$ cat config.mk
export PLATFORM = sky130hd
export DESIGN_NAME = gpu_launch_ctrl
export DESIGN_NICKNAME = d
export VERILOG_FILES = /design/src/rtl/e_gpu_pkg.sv /design/src/rtl/gpu_launch_ctrl_sat_counter.sv /design/src/rtl/gpu_launch_ctrl.sv
export SDC_FILE = /design/constraint.sdc
export NUM_CORES = 1
export LEC_CHECK = 0
export ABC_CLOCK_PERIOD_IN_PS = 2890
export BUFFER_PORTS_ARGS = -buffer_cell sky130_fd_sc_hd__buf_2
export CAP_MARGIN = 0
export CORE_MARGIN = 10
export CORE_UTILIZATION = 50
export DETAILED_ROUTE_END_ITERATION = 7
export GPL_ROUTABILITY_DRIVEN = 0
export PLACE_DENSITY = 0.71
export REMOVE_ABC_BUFFERS = 1
export SETUP_SLACK_MARGIN = 0.2
export SLEW_MARGIN = 5
export SYNTH_ARGS = -nofsm -noshare
export SYNTH_HDL_FRONTEND = slang
export SYNTH_SLANG_ARGS = --single-unit
$ cat constraint.sdc
create_clock -name clk_i -period 2.89 [get_ports clk_i]
set_input_delay 0.289 -clock clk_i [delete_from_list [all_inputs] [get_ports clk_i]]
set_output_delay 0.289 -clock clk_i [all_outputs]
set_load 0.05 [all_outputs]
$ cat src/rtl/e_gpu_pkg.sv
// Shared definitions for the GPU launch controller: FSM states, counter width
// and default parameter values.
package e_gpu_pkg;

  localparam int CNT_W           = 32;
  localparam int DEF_NUM_CORES   = 4;
  localparam int DEF_ACK_TIMEOUT = 16;

  typedef enum logic [2:0] {
    ST_IDLE     = 3'd0,
    ST_LAUNCH   = 3'd1,
    ST_WAIT_ACK = 3'd2,
    ST_RUN      = 3'd3,
    ST_DONE     = 3'd4
  } launch_state_e;

endpackage

$ cat src/rtl/gpu_launch_ctrl_sat_counter.sv
// Saturating up-counter: clear has priority, holds at all-ones instead of wrapping.
module sat_counter
  import e_gpu_pkg::*;
#(
  parameter int W = CNT_W
) (
  input  logic         clk_i,
  input  logic         rst_ni,
  input  logic         clear_i,
  input  logic         enable_i,
  output logic [W-1:0] count_o
);

  logic [W-1:0] count_q;

  always_ff @(posedge clk_i or negedge rst_ni) begin
    if (!rst_ni) begin
      count_q <= '0;
    end else if (clear_i) begin
      count_q <= '0;
    end else if (enable_i && (count_q != '1)) begin
      count_q <= count_q + W'(1);
    end
  end

  assign count_o = count_q;

endmodule

$ cat src/rtl/gpu_launch_ctrl.sv
// Launch controller: turns a start-level rising edge into a one-cycle core launch
// pulse, waits for the cores to report busy, then for all of them to go idle.
module gpu_launch_ctrl
  import e_gpu_pkg::*;
#(
  parameter int NUM_CORES   = DEF_NUM_CORES,
  parameter int ACK_TIMEOUT = DEF_ACK_TIMEOUT
) (
  input  logic                 clk_i,
  input  logic                 rst_ni,
  input  logic                 gpu_start_i,
  input  logic [NUM_CORES-1:0] core_busy_i,
  output logic [NUM_CORES-1:0] core_start_o,
  output logic                 gpu_busy_o,
  output logic                 gpu_done_o,
  output logic                 timeout_o,
  output logic [CNT_W-1:0]     cycle_cnt_o
);

  localparam int               ACK_W    = $clog2(ACK_TIMEOUT + 1);
  localparam logic [ACK_W-1:0] ACK_LAST = ACK_W'(ACK_TIMEOUT - 1);

  logic [NUM_CORES-1:0] busy_meta_q, busy_sync_q;
  logic                 start_prev_q, start_armed_q, start_rise, any_busy;
  launch_state_e        state_q, state_d;
  logic [ACK_W-1:0]     ack_cnt_q, ack_cnt_d;
  logic                 timeout_q, timeout_d;
  logic                 cnt_clear, cnt_enable;

  // Handshake: the launch pulse is the request; any synchronised busy bit is the
  // acknowledge, and all synchronised busy bits low afterwards is completion.
  // start_armed_q blocks a launch until start has been seen low after reset.
  always_ff @(posedge clk_i or negedge rst_ni) begin
    if (!rst_ni) begin
      busy_meta_q   <= '0;
      busy_sync_q   <= '0;
      start_prev_q  <= 1'b0;
      start_armed_q <= 1'b0;
    end else begin
      busy_meta_q  <= core_busy_i;
      busy_sync_q  <= busy_meta_q;
      start_prev_q <= gpu_start_i;
      if (!gpu_start_i) start_armed_q <= 1'b1;
    end
  end

  assign start_rise = gpu_start_i & ~start_prev_q & start_armed_q;
  assign any_busy   = |busy_sync_q;

  always_comb begin
    state_d   = state_q;
    ack_cnt_d = '0;
    timeout_d = 1'b0;
    case (state_q)
      ST_IDLE:     if (start_rise) state_d = ST_LAUNCH;
      ST_LAUNCH:   state_d = ST_WAIT_ACK;
      ST_WAIT_ACK: begin
        if (any_busy) begin
          state_d = ST_RUN;
        end else if (ack_cnt_q == ACK_LAST) begin
          state_d   = ST_DONE;
          timeout_d = 1'b1;
        end else begin
          ack_cnt_d = ack_cnt_q + ACK_W'(1);
        end
      end
      ST_RUN:      if (!any_busy) state_d = ST_DONE;
      ST_DONE: begin
        if (gpu_start_i) timeout_d = timeout_q;
        else             state_d   = ST_IDLE;
      end
      default:     state_d = ST_IDLE;
    endcase
  end

  always_ff @(posedge clk_i or negedge rst_ni) begin
    if (!rst_ni) begin
      state_q   <= ST_IDLE;
      ack_cnt_q <= '0;
      timeout_q <= 1'b0;
    end else begin
      state_q   <= state_d;
      ack_cnt_q <= ack_cnt_d;
      timeout_q <= timeout_d;
    end
  end

  // Clearing on the IDLE->LAUNCH transition makes the count read 0 during LAUNCH.
  assign cnt_clear  = (state_q == ST_IDLE) && start_rise;
  assign cnt_enable = (state_q == ST_WAIT_ACK) || (state_q == ST_RUN);

  sat_counter #(
    .W(CNT_W)
  ) u_cycle_cnt (
    .clk_i   (clk_i),
    .rst_ni  (rst_ni),
    .clear_i (cnt_clear),
    .enable_i(cnt_enable),
    .count_o (cycle_cnt_o)
  );

  assign core_start_o = {NUM_CORES{state_q == ST_LAUNCH}};
  assign gpu_busy_o   = (state_q == ST_LAUNCH) || (state_q == ST_WAIT_ACK) ||
                        (state_q == ST_RUN);
  assign gpu_done_o   = (state_q == ST_DONE);
  assign timeout_o    = timeout_q;

endmodule

-- After elaboration in Yosys (flattened, before gate mapping)
Cells that the tools add are included.
- register bits: 51
- input bits: 7
- output and inout bits: 39
- $add $sub $neg: 2
- equal/unequal tests: 10
- mux-type cells: 15
- bitwise logic cells: 3
- reduce and logical (&&, ||, !) cells: 9
- operators with widths (kind ; count):
    $mux 32 ; 2
    $add 32x1->32 const B ; 1
    $ne 32x32->1 const B ; 1
    $mux 3 ; 5
    $mux 5 ; 3
    $pmux 3 s5 ; 1
    $eq 3x2->1 const B ; 2
    $ne 2x2->1 const B ; 3
    $add 5x1->5 const B ; 1
    $eq 5x4->1 const B ; 1
    $reduce_and 4->1 ; 1
    $reduce_or 4->1 ; 1
    $eq 3x1->1 const B ; 1
    $eq 3x3->1 const B ; 1
    $logic_not 3->1 ; 1
    $logic_or 1x1->1 ; 3
    $mux 1 ; 3
    $ne 3x3->1 const B ; 1
    $and 1x1->1 ; 2
    $logic_and 1x1->1 ; 2
    $pmux 1 s2 ; 1
    $reduce_bool 2->1 ; 1
    $not 1->1 ; 1

-- Depth between registers and ports, before layout
Gate-level depths: netlist of the first run.
- word-level depth: 5
- mapped depth: 8
- mapped depth without buffers: 6

-- Modules after synthesis
From an unflattened synthesis of the first run, not the netlist that was laid out.
- cells, all modules: 251
- area, all modules: 2616.3 um^2
- modules (own cells, without submodules) (module ; instances ; cells an instance ; area an instance (um^2) ; seq. area each (um^2)):
    sat_counter ; 1 ; 198 ; 1854.3 ; 800.8
    gpu_launch_ctrl ; 1 ; 53 ; 762.0 ; 475.5

-- Worst setup path before layout of the first run
OpenSTA, ideal clock, no wires.
- path kind: reg2reg
- start point: register u_cycle_cnt.count_q[0], in the netlist u_cycle_cnt.count_o[0]
- end point: register u_cycle_cnt.count_q[28], in the netlist u_cycle_cnt.count_o[28]
- setup time: 82 ps
- data arrival time: 2499 ps
- required time: 2808 ps
- path slack: 309 ps
- stages on the path, launching flop included: 7
- buffers on the path: 0
- cells stage by stage: dfrtp_1 ha_1 nand3_2 or4_1 or4_4 o31a_1 a31oi_1
- cells in the longest elaborated chain, start to end: 3
- elaborated cells on any way between the ends: 6
- those cells by class: add/sub: 1; eq/ne: 1; mux: 2; reduce/logical: 2
- ends and longest elaborated chain (what ; RTL line ; RTL):
    start: declaration ; gpu_launch_ctrl_sat_counter.sv:14 ; logic [W-1:0] count_q;
    start signal: assignment ; gpu_launch_ctrl_sat_counter.sv:22 ; count_q <= count_q + W'(1);
    $add 32x1->32 / $ne 32x32->1 (equally long branches) ; gpu_launch_ctrl_sat_counter.sv:22, gpu_launch_ctrl_sat_counter.sv:21 ;
    $mux 32 / $logic_and 1x1->1 (equally long branches) ; gpu_launch_ctrl_sat_counter.sv:21 ; end else if (enable_i && (count_q != '1)) begin
    $mux 32 / $reduce_bool 2->1 (equally long branches) ; - ;
Several ways; a longest one is shown, not always the timed one. The select of a mux whose other input is x is not followed.
A chain may end at the register's enable or synchronous reset.

-- Final worst setup path of the first run
- start point: register u_cycle_cnt.count_q[0], in the netlist u_cycle_cnt.count_o[0]
- end point: register u_cycle_cnt.count_q[13], in the netlist u_cycle_cnt.count_o[13]
Same word-level chain as after synthesis.

==> results.md, run 1 <==
- Top-Level Pins: 46
- Relative slew slack: 17.14%
- Critical path fanouts, max: 26
- GR Util All Layers: 16.41%
- Period utilisation layout: 85.39%
- Syn avg cell area: 9.640 um2
- Post-layout min period: 2.468 ns
- Cells after synthesis: 271
- Initial antenna violation count: 0
- Buffers plus inverters on the worst setup path: 1
- Vias in the first global route: about 2.4k
- Vias: 2376
- # Max-Cap Violations: 0
- Row cnt: 26
- Largest net degree at the start of global routing: 36
- Clock Pin Slew Worst Setup and Hold Paths: approximately 0.1 ns
- Top FF cell, synth: dfrtp_1
- Max Clk Rate: 405.2 MHz
- Crit start category: register
- Sequential share of the synthesized area: about half
- Root buffer cell: clkbuf_8
- TritonCTS buffer count: 5
- Final setup viols: 0
- Die H: 92.29 um
- Synth-to-layout area growth: 16.28%
- H-tree levels: 2
- Post-CTS Repair Setup Buffers: 0
- DRC: 0
- CP endpoint kind: register
- PwrDens: about 910 nW/um2
- Final Cell Area: 3038 um2
- Setup Skew: 0.007931 ns
- Grt total ovfl: 0
- Number of buffers added on ports: 45
- Crit path launch: u_cycle_cnt.count_o[0]$_DFFE_PN0P_
- Slew @ Worst Pin: 1.235 ns
- FFs w/ async S/R, synth: 100.0%
- Post-synth EDFFs: 0
- Slew Limit Fails: 0
- Crit path DAT: 2.67 ns
- Most frequent cell after synthesis: dfrtp_1
- Post-CTS Hold Fix Bufs: 0
- CTS resizes: 0
- Sink Count: 51
- Routed Antenna Nets: 0
- Core box area: 5075 um2
- Drt total wl: 6852 um
- Wirelength per Cell: 17.71 um
- Yosys cell types: 49
- Peak supply drop: 0.7850 mV
- Synth top area cells: dfrtp_1 (49%), a31oi_1 (4.3%), nand3_1 (4.0%)
- Fin nets: 325
- Number of synthesis warnings: 0
- CP required: between 3 and 4 ns
- Global-route wire length before repair: approximately 12000 um
- Final Hold Viols: 0
- Max stage delay on crit path: 0.45 ns
- Vias/cell: approximately 6.1
- First-pass DRT Iterations: 5
- DIE WIDTH: 92.29 um
- Fillers: 480
- Clock Latency Late Sink: 0.31 ns
- Worst Hold Class: in -> async
- Kind of critical path: reg -> reg
- # diodes: 0
- Die ar.: approximately 8500 um2
- Share of layout cells above drive strength 1: 22.40%
- Lkg Pwr: 0.001365 uW
- Post-layout total power: 2779 uW
- Top cells by count, synth: dfrtp_1 (51), nand2_1 (24), nand3_1 (21)
- Post-Syn Area: 2613 um2
- CTS tree: yes
- Seq cells post-synth: 51
- Max Root-Sink Buffers: 2
- Placed instance area: roughly 3000 um2
- Worst R2R Start: u_cycle_cnt.count_o[0]$_DFFE_PN0P_
- Area leader, netlist: dfrtp_1
- CP max-delay cell: nor4_2
- Initial Utilization: about half
- Initial DRC Count: 146
- Post-DP HPWL: about 4800 um
- RSZ-0062 raised after global routing: false
- Worst path top cell family by delay: simple AND/OR/NAND/NOR gates
- Critical-path cell list: ha_1 -> nand3_2 -> nor4_2 -> and4_1 -> buf_4 -> nor2_1 -> a221o_1
- Yosys top cell area share: 48.85%
- Run status: complete, no violations
==> kinds of logic (layout without fill, tap and decap cells) <==
kind of cell               count (synthesis)  after routing  share of synthesized area [%]
xor gates and xnor gates                   2              2                         0.6706
AOI/OAI and AO/OA                         55             55                          14.99
DFF                                       51             51                          48.85
buffers and inverters                     22             68                          3.735
adders and majority gates                  2              2                         0.9577
muxes                                      5              5                          1.916
and+or+nand+nor                          134            134                          28.88
==> sequential cells by signal (all words and copies together), names as in the netlist <==
register	cells
u_cycle_cnt.count_o	32
ack_cnt_q	5
busy_meta_q	4
busy_sync_q	4
state_q	3
start_armed_q	1
start_prev_q	1
timeout_o	1
==> cells in the final DEF, fill, tap and decap left out, types with 5 or more instances in the layout <==
cell type / Yosys / final
a31oi_1: 18 / 18
nand2_1: 24 / 24
dfrtp_1: 51 / 51
a21oi_1: 7 / 7
nor3_1: 9 / 9
nor2_1: 17 / 17
nand3_1: 21 / 21
nor4_1: 10 / 10
inv_1: 5 / 5
mux2i_1: 5 / 5
or3_1: 7 / 7
nand4_1: 10 / 10
buf_2: 3 / 45
clkbuf_8: 0 / 5
buf_4: 3 / 10
and4_1: 5 / 5
or4_1: 11 / 11
o31ai_1: 6 / 6
==> through the flow <==
stage / std cells / TNS (ns) / setup WS [ns] / hold slack [ns] / utilization, %
after floorplan: 254 / -8.656 / -2.164 / -0.006591 / -
after global placement: 379 / 0 / 0.4986 / 0.3330 / 57.57
after detailed placement: 379 / 0 / 0.4732 / 0.3370 / 57.57
after CTS: 387 / 0 / 0.4478 / 0.06720 / 59.86
after global routing: 387 / 0 / 0.2405 / 0.05739 / 59.86
final: 387 / 0 / 0.4221 / 0.04413 / 59.86
==> report_power, final <==
| part | internal [uW] | switching, uW | total [uW] |
|---|---|---|---|
| registers | 880 | 243 | 1120 |
| logic | 279 | 859 | 1140 |
| clock network | 263 | 255 | 518 |
| total | 1420 | 1360 | 2780 |
==> final cells by class <==
type                       count  area (um2)  area share [%]
clock buffer                   5       68.82           2.265
sequential                    51        1276           42.01
tap                           70       87.58           2.883
multi-input combinational    198        1239           40.77
timing repair buffer          55       300.3           9.885
clock inverter                 3       47.55           1.565
inverter                       5       18.77          0.6178
==> routing by layer <==
metal | share of wire [%] | global-route usage [%] | routed length [um] | vias up
li1 | - | - | - | 1139
met1 | 46 | 21.41 | 3128 | 1154
met2 | 47 | 25.88 | 3218 | 77
met3 | 6.5 | 4.645 | 446 | 6
met4 | 0.86 | 4.756 | 59 | 0
met5 | 0 | 0 | 0 | -
==> path summary, 6_finish.rpt <==
kind	to	slack [ns]	cells past startpoint
max in group asynchronous	u_cycle_cnt.count_o[16]$_DFFE_PN0P_	2.12	2
max	u_cycle_cnt.count_o[13]$_DFFE_PN0P_	0.42	7
min in group clk_i	busy_meta_q[0]$_DFF_PN0_	0.08	1
max reg2reg	u_cycle_cnt.count_o[13]$_DFFE_PN0P_	0.42	7
min	u_cycle_cnt.count_o[27]$_DFFE_PN0P_	0.04	1
min reg2reg	busy_sync_q[3]$_DFF_PN0_	0.36	0
==> worst register-to-register path, cell delays in order (launching register included) <==
cell	delay, ns
dfrtp_1	0.44
ha_1	0.26
nand3_2	0.16
nor4_2	0.45
and4_1	0.29
buf_4	0.30
nor2_1	0.14
a221o_1	0.33
(Power assumes the default switching activity.)
==> run 2, diff against run 1 <==
ABC_CLOCK_PERIOD_IN_PS = 3000   (was 2890)
HOLD_SLACK_MARGIN = 0.1   (was default)
clock period = 3 ns   (was 2.89 ns; I/O delays follow)
==> run 2 against run 1 <==
Net effect:
- clock-buffer cell count increased by 1
- critical path depth decreased by 1
- routed wire length decreased by 3.1%
- non-clock buffer count increased by 4
- total power decreased by 6.9%
- sequential share of layout area decreased by 0.21 points
- clock power decreased by 21%
- worst setup slack got worse by 0.031 ns
- die area unchanged
- via count decreased by 0.13%
- flip-flop and latch count unchanged
- critical path type unchanged
==> results.md, run 2 (synthesis gave the netlist of run 1 again) <==
- Peak supply drop: 0.7459 mV (-5.0%)
- Switching Share: 50.25% (+1.4 points)
- Initial antenna violation count: 0 (unchanged)
- Clock Latency Late Sink: 0.31 ns (about the same)
- Critical-path cell list: and4_1 -> and3_1 -> and4_1 -> buf_4 -> o21ai_1 -> a31oi_1
- Flop pwr share: 41.7% (+1.3 points)
- Top-Level Pins: 46 (unchanged)
- Die ar.: 8517 um2 (unchanged)
- Clock Pin Slew Worst Setup and Hold Paths: 0.10 ns (about the same)
- Final Hold Viols: 0 (unchanged)
- NetSw: 1300 uW (-4.2%)
- Share of layout cells above drive strength 1: 21.50% (-0.90 points)
- Root buffer cell: clkbuf_8
- Grt total ovfl: 0 (unchanged)
- GR Util All Layers: 15.72% (-0.69 points)
- Post-layout total power: 2587 uW (-6.9%)
- RSZ-0062 raised after global routing: false
- CTS tree: yes
- Initial Utilization: 51.48% (unchanged)
- TritonCTS buffer count: 5 (unchanged)
- WP depth: 6 (-1)
- Cell-internal power: 1287 uW (-9.5%)
- Vias in the first global route: 2320 (-2.1%)
- Run status: complete, no violations
- DIE WIDTH: 92.29 um (unchanged)
- Synth-to-layout area growth: 16.86%
- Wirelength per Cell: 16.98 um (-4.1%)
- WHS Path Cells: 1
- Max layer used: met4
- Lkg Pwr: 0.001365 uW (about the same)
- Final setup viols: 0 (unchanged)
- Multi-input logic area: 1239 um2 (unchanged)
- CP endpoint kind: register
- Critical path fanouts, max: 15 (-42%)
- FF/Latch Area: 1276 um2 (unchanged)
- DRC: 0 (unchanged)
- Kind of critical path: reg -> reg
- Buffers plus inverters on the worst setup path: 1 (unchanged)
- First-pass DRT Iterations: 4 (-1)
- Row cnt: 26 (unchanged)
- Worst path top cell family by delay: compound AO/OA/AOI/OAI gates
- Combinational Power Share: 42.5% (+1.6 points)
- Max FFs per register: 32 (unchanged)
- Relative slew slack: 17.49% (+0.35 points)
- Worst Hold Class: in -> reg
- Setup Skew: 0.007973 ns (+0.00004191 ns)
- CTS resizes: 0 (unchanged)
- Clock share of power: 15.8% (-2.8 points)
- Slew @ Worst Pin: 1.229 ns (-0.005262 ns)
- Max Root-Sink Buffers: 2 (unchanged)
- Fin cells: 391 (+1.0%)
- Vias: 2373 (-0.13%)
- PwrDens: 847.5 nW/um2 (-7.3%)
- CP required: 3.13 ns (+0.04 ns)
- Slew Limit Fails: 0 (unchanged)
- Initial DRC Count: 162 (+11%)
- Number of buffers added on ports: 45 (unchanged)
- Wire length on met3: 548 um (+23%)
- Register-to-Register Path Depth: 6 (-1)
- Most common cell after layout, fill and taps aside: dfrtp_1
- Most frequent cells in the layout: dfrtp_1 (51), buf_2 (45), nand2_1 (24), nand3_1 (21), a31oi_1 (18)
- Crit start category: register
- Max stage delay on crit path: 0.94 ns (+0.49 ns)
- Fin nets: 329 (+1.2%)
- Largest net degree at the start of global routing: 37 (+2.8%)
- H-tree levels: 2 (unchanged)
- Period utilisation layout: 86.98% (+1.6 points)
- # diodes: 0 (unchanged)
- # Max-Cap Violations: 0 (unchanged)
- Drt total wl: 6638 um (-3.1%)
- Most frequent CP cell: and4_1
- Die H: 92.29 um (unchanged)
- Post-layout min period: 2.609 ns (+0.1414 ns)
- Hold WS: 0.1561 ns (+0.1120 ns)
- Crit path DAT: 2.74 ns (+0.07 ns)
- WL met2: 3079 um (-4.3%)
- Setup TNS: 0 ns (unchanged)
- Sink Count: 51 (unchanged)
- Final Cell Area: 3053 um2 (+0.49%)
- CP max-delay cell: o21ai_1
- Placed instance area: 2914 um2 (-0.26%)
- Core box area: 5075 um2 (unchanged)
- Fillers: 471 (-1.9%)
- Post-DP HPWL: 4668 um (-3.3%)
- Max Clk Rate: 383.2 MHz (-5.4%)
- DP Cell Count: 378 (-0.26%)
- R2r setup slk: 0.39 ns (-0.03 ns)
- Vias/cell: 6.069 (-1.1%)
- Global-route wire length before repair: 11230 um (-4.0%)
- Routed Antenna Nets: 0 (unchanged)
- Met1 WL: 2958 um (-5.4%)
==> run 2: layer usage <==
metal  GRT usage (%)  vias to the layer above
met4           4.113                        0
li1                -                     1152
met5               0                        -
met3           4.808                        6
met2           25.82                       84
met1           19.61                     1131
==> run 2: final cells by class <==
| cell class | count | share of cell area (%) |
|---|---|---|
| Inverter | 5 | 0.6148 |
| Tap cell | 70 | 2.869 |
| Timing Repair Buffer | 59 | 11.23 |
| Multi-Input combinational cell | 198 | 40.57 |
| Clock buffer | 6 | 2.377 |
| Sequential cell | 51 | 41.80 |
| Clock inverter | 2 | 0.5328 |
==> run 2: through the flow <==
step | setup slack, ns | util [%]
finish | 0.3907 | 60.16
CTS | 0.4774 | 60.16
global route | 0.2235 | 60.16
global placement | 0.5887 | 57.42
detailed placement | 0.5094 | 57.42
floorplan | -2.065 | -
==> run 2: path summary, 6_finish.rpt <==
kind | to | startpoint
min reg2reg | busy_sync_q[0]$_DFF_PN0_ | busy_meta_q[0]$_DFF_PN0_
max in group asynchronous | u_cycle_cnt.count_o[31]$_DFFE_PN0P_ | rst_ni
max | u_cycle_cnt.count_o[24]$_DFFE_PN0P_ | u_cycle_cnt.count_o[27]$_DFFE_PN0P_
min | start_prev_q$_DFF_PN0_ | gpu_start_i
min in group asynchronous | ack_cnt_q[2]$_DFF_PN0_ | rst_ni
max reg2reg | u_cycle_cnt.count_o[24]$_DFFE_PN0P_ | u_cycle_cnt.count_o[27]$_DFFE_PN0P_
==> run 2: what timing repair did <==
item | CTS | global route
buffers inserted | 0 | 0
hold endpoints to repair | 23 | 0
hold buffers | 5 | 0
==> run 2: power by group through the flow <==
stage                     registers, uW  clock network, uW  logic (uW)
after CTS                          1080                417        1110
after global placement             1080                  0        1090
after global routing               1110                445        1170
after floorplan                    1580                  0         293
after detailed placement           1090                  0        1100
final                              1080                409        1100
